### src/rtl/btn_debounce_pkg.sv
// Shared types and sizing helpers for the multi-channel button conditioner.
package btn_debounce_pkg;

  typedef enum logic [1:0] {
    IDLE    = 2'd0,
    PRESSED = 2'd1,
    HELD    = 2'd2
  } hold_state_t;

  function automatic int cnt_width(input int n);
    return $clog2(n + 1);
  endfunction

  function automatic int max_int(input int a, input int b);
    return (a > b) ? a : b;
  endfunction

endpackage

### src/rtl/btn_debounce_ch.sv
// One button channel: 2-FF synchroniser, stable-time debouncer and hold FSM
// producing registered one-cycle press/release/long/repeat pulses.
module btn_debounce_ch
  import btn_debounce_pkg::*;
#(
  parameter int ACTIVE_LOW    = 0,
  parameter int STABLE_CYCLES = 65536,
  parameter int LONG_CYCLES   = 50_000_000,
  parameter int REPEAT_CYCLES = 10_000_000
) (
  input  logic clk,
  input  logic rst,
  input  logic btn_i,
  output logic level_o,
  output logic press_o,
  output logic release_o,
  output logic long_o,
  output logic repeat_o
);

  localparam logic INV    = (ACTIVE_LOW != 0);
  localparam logic REP_EN = (REPEAT_CYCLES > 0);
  localparam int   SW     = cnt_width(STABLE_CYCLES);
  localparam int   HW     = cnt_width(max_int(LONG_CYCLES, REPEAT_CYCLES));

  localparam logic [SW-1:0] STAB_LAST = SW'(STABLE_CYCLES - 1);
  localparam logic [SW-1:0] STAB_ONE  = SW'(1);
  localparam logic [HW-1:0] LONG_LAST = HW'(LONG_CYCLES - 1);
  localparam logic [HW-1:0] REP_LAST  = HW'(REP_EN ? REPEAT_CYCLES - 1 : 0);
  localparam logic [HW-1:0] HOLD_ONE  = HW'(1);

  logic [1:0]    sync_q;
  logic          level_q, level_d;
  logic [SW-1:0] stab_cnt_q, stab_cnt_d;
  logic [HW-1:0] hold_cnt_q, hold_cnt_d;
  hold_state_t   state_q, state_d;
  logic          press_q, press_d;
  logic          release_q, release_d;
  logic          long_q, long_d;
  logic          repeat_q, repeat_d;

  logic s, diff, accept, rise, fall;

  // Synchroniser resets to the released pin level so reset exit is silent.
  always_ff @(posedge clk or posedge rst) begin
    if (rst) begin
      sync_q <= {2{INV}};
    end else begin
      sync_q <= {sync_q[0], btn_i};
    end
  end

  assign s      = sync_q[1] ^ INV;
  assign diff   = (s != level_q);
  assign accept = diff && (stab_cnt_q == STAB_LAST);
  assign rise   = accept && s;
  assign fall   = accept && !s;

  always_comb begin
    level_d    = level_q;
    stab_cnt_d = '0;
    if (accept) begin
      level_d = s;
    end else if (diff) begin
      stab_cnt_d = stab_cnt_q + STAB_ONE;
    end
  end

  // Release is tested first so it wins over a coincident long/repeat count.
  always_comb begin
    state_d    = state_q;
    hold_cnt_d = hold_cnt_q;
    press_d    = 1'b0;
    release_d  = 1'b0;
    long_d     = 1'b0;
    repeat_d   = 1'b0;
    case (state_q)
      IDLE: begin
        if (rise) begin
          state_d    = PRESSED;
          press_d    = 1'b1;
          hold_cnt_d = '0;
        end
      end
      PRESSED: begin
        if (fall) begin
          state_d    = IDLE;
          release_d  = 1'b1;
          hold_cnt_d = '0;
        end else if (hold_cnt_q == LONG_LAST) begin
          state_d    = HELD;
          long_d     = 1'b1;
          hold_cnt_d = '0;
        end else begin
          hold_cnt_d = hold_cnt_q + HOLD_ONE;
        end
      end
      HELD: begin
        if (fall) begin
          state_d    = IDLE;
          release_d  = 1'b1;
          hold_cnt_d = '0;
        end else if (REP_EN) begin
          if (hold_cnt_q == REP_LAST) begin
            repeat_d   = 1'b1;
            hold_cnt_d = '0;
          end else begin
            hold_cnt_d = hold_cnt_q + HOLD_ONE;
          end
        end
      end
      default: begin
        state_d    = IDLE;
        hold_cnt_d = '0;
      end
    endcase
  end

  always_ff @(posedge clk or posedge rst) begin
    if (rst) begin
      level_q    <= 1'b0;
      stab_cnt_q <= '0;
      hold_cnt_q <= '0;
      state_q    <= IDLE;
      press_q    <= 1'b0;
      release_q  <= 1'b0;
      long_q     <= 1'b0;
      repeat_q   <= 1'b0;
    end else begin
      level_q    <= level_d;
      stab_cnt_q <= stab_cnt_d;
      hold_cnt_q <= hold_cnt_d;
      state_q    <= state_d;
      press_q    <= press_d;
      release_q  <= release_d;
      long_q     <= long_d;
      repeat_q   <= repeat_d;
    end
  end

  assign level_o   = level_q;
  assign press_o   = press_q;
  assign release_o = release_q;
  assign long_o    = long_q;
  assign repeat_o  = repeat_q;

endmodule

### src/rtl/btn_debounce_multi.sv
// N independent button channels; pure structural wrapper around btn_debounce_ch.
module btn_debounce_multi
  import btn_debounce_pkg::*;
#(
  parameter int N_BTN         = 4,
  parameter int ACTIVE_LOW    = 0,
  parameter int STABLE_CYCLES = 65536,
  parameter int LONG_CYCLES   = 50_000_000,
  parameter int REPEAT_CYCLES = 10_000_000
) (
  input  logic             clk,
  input  logic             rst,
  input  logic [N_BTN-1:0] btn_in,
  output logic [N_BTN-1:0] btn_level,
  output logic [N_BTN-1:0] press_pulse,
  output logic [N_BTN-1:0] release_pulse,
  output logic [N_BTN-1:0] long_pulse,
  output logic [N_BTN-1:0] repeat_pulse
);

  for (genvar i = 0; i < N_BTN; i++) begin : g_ch
    btn_debounce_ch #(
      .ACTIVE_LOW   (ACTIVE_LOW),
      .STABLE_CYCLES(STABLE_CYCLES),
      .LONG_CYCLES  (LONG_CYCLES),
      .REPEAT_CYCLES(REPEAT_CYCLES)
    ) u_ch (
      .clk      (clk),
      .rst      (rst),
      .btn_i    (btn_in[i]),
      .level_o  (btn_level[i]),
      .press_o  (press_pulse[i]),
      .release_o(release_pulse[i]),
      .long_o   (long_pulse[i]),
      .repeat_o (repeat_pulse[i])
    );
  end

endmodule

### config.mk
export PLATFORM = sky130hd
export DESIGN_NAME = btn_debounce_multi
export DESIGN_NICKNAME = d
export VERILOG_FILES = /design/src/rtl/btn_debounce_pkg.sv /design/src/rtl/btn_debounce_ch.sv /design/src/rtl/btn_debounce_multi.sv
export SDC_FILE = /design/constraint.sdc
export NUM_CORES = 1
export LEC_CHECK = 0
export BUFFER_PORTS_ARGS = -buffer_cell sky130_fd_sc_hd__buf_2
export CORE_ASPECT_RATIO = 0.75
export CORE_MARGIN = 5
export CORE_UTILIZATION = 64
export DETAILED_ROUTE_END_ITERATION = 8
export GPL_TIMING_DRIVEN = 0
export PLACE_DENSITY = 0.81
export REMOVE_ABC_BUFFERS = 1
export SYNTH_ARGS = -nofsm -noshare
export SYNTH_HDL_FRONTEND = slang
export SYNTH_HIERARCHICAL = 1
export SYNTH_SLANG_ARGS = --single-unit
### constraint.sdc
create_clock -name clk -period 8.1 [get_ports clk]
set_clock_uncertainty 0.05 [all_clocks]
set_input_delay 0 -clock clk [delete_from_list [all_inputs] [get_ports clk]]
set_output_delay 0 -clock clk [all_outputs]
set_load 0.1 [all_outputs]
==> flow_summary.json <==
{
  "power_mw": 2.123,
  "syn_area_mm2": 0.01037,
  "cp.required_ns": 8.42,
  "clock_path_buffers": 3,
  "wl_per_cell_um": 15.01,
  "critPathMaxStageDelay_ns": 0.64,
  "ff_latch_area_mm2": 0.005205,
  "drive_above_1_share_pct": 8.479,
  "initialDrtViolationCount": 495,
  "die_w_um": 157,
  "max_slew_margin_pct": 44.16,
  "clock_sinks": 208,
  "setup.worst_path.class": "reg2reg",
  "first_pass_iters": 5,
  "clk_pin_slew_worst_paths_ns": 0.06,
  "slew_violations": 0,
  "leakagePower_nw": 5.210,
  "synth_top_cell_area_share_pct": 50.18,
  "areaGrowthSynthToFinish_pct": 10.41,
  "fmax_ghz": 0.3151,
  "fin_crit_sh_pct": 39.18,
  "tightest_slew_ns": 0.8355,
  "yosys_register_bits": 208,
  "numPortBuffers": 25,
  "regToRegSetupSlack_ns": 4.93,
  "ys_top_cells_by_count": "208 x dfrtp_1, 152 x nor2_1, 102 x xor2_1",
  "viasPerCell": 5.771,
  "slowest_stage": "nand2_1",
  "synthArstFlopShare_pct": 100.0,
  "ant_nets": 0,
  "grt_setup_unrepaired": "false",
  "grt_pass1_wl_mm": 33.79,
  "worstPathMaxFanout": 23,
  "finalHoldViolCount": 0,
  "fillers": 1141,
  "crit_chain": "ha_1 > nand2_1 > nor4_1 > and3_1 > ha_1 > nand3_1 > nand2_1 > o211ai_2 > o311ai_0",
  "synth_cell_type_count": 54,
  "synth_edf_count": 0,
  "nets": 1102,
  "wl_mm": 19.43,
  "cts_setup_buffers": 0,
  "die_y_um": 120.3,
  "cp_data_arrival_time_ns": 3.49,
  "clockRootBuffer": "clkbuf_16",
  "dieArea_mm2": 0.01888,
  "fin_crit_ns": 3.173,
  "yosysSeqAreaShare_pct": 50.18,
  "grt.total_usage_pct": 21.06,
  "io_pins": 26,
  "dpl.hpwl_mm": 12.85,
  "diodes": 0,
  "synth.avg_cell_area_um2": 9.983,
  "drc_errors": 0,
  "clk-insertion-delay-late_ns": 0.49,
  "coreArea_mm2": 0.01597,
  "synth_cells": 1039,
  "antenna_found_initial": 0,
  "yosys.area.top_type": "dfrtp_1",
  "grt_pass1_vias": 7254,
  "critPathLaunchType": "register",
  "numCtsBuffers": 21,
  "p_per_area_mw_per_mm2": 185.3,
  "hold_buffers": 5,
  "hp-class": "in2async",
  "multiInputGateArea_mm2": 0.004851,
  "num_vias": 7473,
  "cts_max_level": 1,
  "outcome": "finished, final reports clean",
  "rows": 40,
  "grt-ovfl-total": 0,
  "cts.repair.resized": 0,
  "max-cap-violations": 0,
  "fin_tns_setup_ns": 0,
  "place_congestion": 0.8239,
  "setup_viol": 0,
  "initial_core_util_pct": 64.97,
  "grt_start_max_net_pins": 40,
  "ys_top_cells_by_area": "dfrtp_1 50%, xor2_1 8.6%, nor2_1 5.5%",
  "yosys_warnings": 6,
  "end_kind": "register",
  "synth_flop_cell": "dfrtp_1",
  "cts_tree": "yes",
  "peakVddDrop_v": 0.0001526,
  "synth_most_common_cell": "dfrtp_1"
}
flip-flops by register name (all words and copies together), names as in the netlist:
name	cells
g_ch.u_ch/sync_q	8
g_ch.u_ch/press_o	4
g_ch.u_ch/release_o	4
g_ch.u_ch/state_q	8
g_ch.u_ch/repeat_o	4
g_ch.u_ch/stab_cnt_q	68
g_ch.u_ch/hold_cnt_q	104
g_ch.u_ch/level_o	4
g_ch.u_ch/long_o	4
cell type report:
cell class	instances	area share, %
tap	210	2.294
multi-input combinational	769	42.36
timing repair buffer	34	2.229
inverter	37	1.213
sequential	208	45.45
clock buffer	26	5.015
clock inverter	11	1.442
through the flow:
step	hold WS, ns	setup WS [ns]	cells	util (%)	instance area [um2]
global route	0.05684	4.612	1295	71.73	11450
CTS	0.01836	4.924	1295	71.73	11450
global placement	0.05846	4.982	1249	66.29	10580
detailed placement	-0.01167	4.895	1253	66.79	10660
finish	0.02020	4.927	1295	71.73	11450
floorplan	-0.01857	5.509	1014	-	10190
power breakdown:
part	switching (mW)	total [mW]	internal, mW
Sequential	0.00612	1.05	1.05
Combinational	0.0307	0.0427	0.0120
Clock	0.396	1.03	0.632
critical path: cells and delay by family, from the launching register on:
family          cells  cell delay (ns)
flops               1             0.40
compound gates      2             0.63
fa+ha+maj           2             0.46
simple gates        5             1.52
path summary, 6_finish.rpt:
| check | endpoint | from | depth (start not counted) |
|---|---|---|---|
| max | g_ch[3].u_ch/hold_cnt_q[9] | g_ch[3].u_ch/stab_cnt_q[0] | 9 |
| max reg2reg | g_ch[3].u_ch/hold_cnt_q[9] | g_ch[3].u_ch/stab_cnt_q[0] | 9 |
| min reg2reg | g_ch[0].u_ch/sync_q[1] | g_ch[0].u_ch/sync_q[0] | 0 |
| min | g_ch[2].u_ch/stab_cnt_q[16] | rst | 3 |
| max in group asynchronous | g_ch[1].u_ch/hold_cnt_q[9] | rst | 4 |
| min in group clk | g_ch[0].u_ch/sync_q[0] | btn_in[0] | 2 |
logic make-up after synthesis:
| family | count (synthesis) | synth area share, % |
|---|---|---|
| AO/OA/AOI/OAI | 98 | 6.285 |
| multiplexers | 7 | 0.7117 |
| flip-flops | 208 | 50.18 |
| buffers and inverters | 62 | 3.052 |
| AND/OR/NAND/NOR | 499 | 24.93 |
| adder cells (fa/ha/maj) | 25 | 3.016 |
| XOR/XNOR | 140 | 11.82 |
cells in the final DEF (no fill, tap or decap), types with 25 or more instances in the layout:
| cell type | count |
|---|---|
| nand2_1 | 81 |
| xor2_1 | 102 |
| dfrtp_1 | 208 |
| inv_1 | 33 |
| xnor2_1 | 38 |
| and3_1 | 32 |
| buf_2 | 25 |
| ha_1 | 25 |
| a21oi_1 | 44 |
| nor2_1 | 152 |
| nand3_1 | 66 |
| nand4_1 | 50 |
per-layer routing:
layer | vias to the layer above | global-route usage [%] | wire, um
met2 | 137 | 33.41 | 9132
met5 | - | 0 | 0
met1 | 3624 | 31.00 | 9310
li1 | 3685 | - | -
met3 | 27 | 3.113 | 674
met4 | 0 | 4.878 | 316
Note: power is estimated with default switching activity, not from simulation.
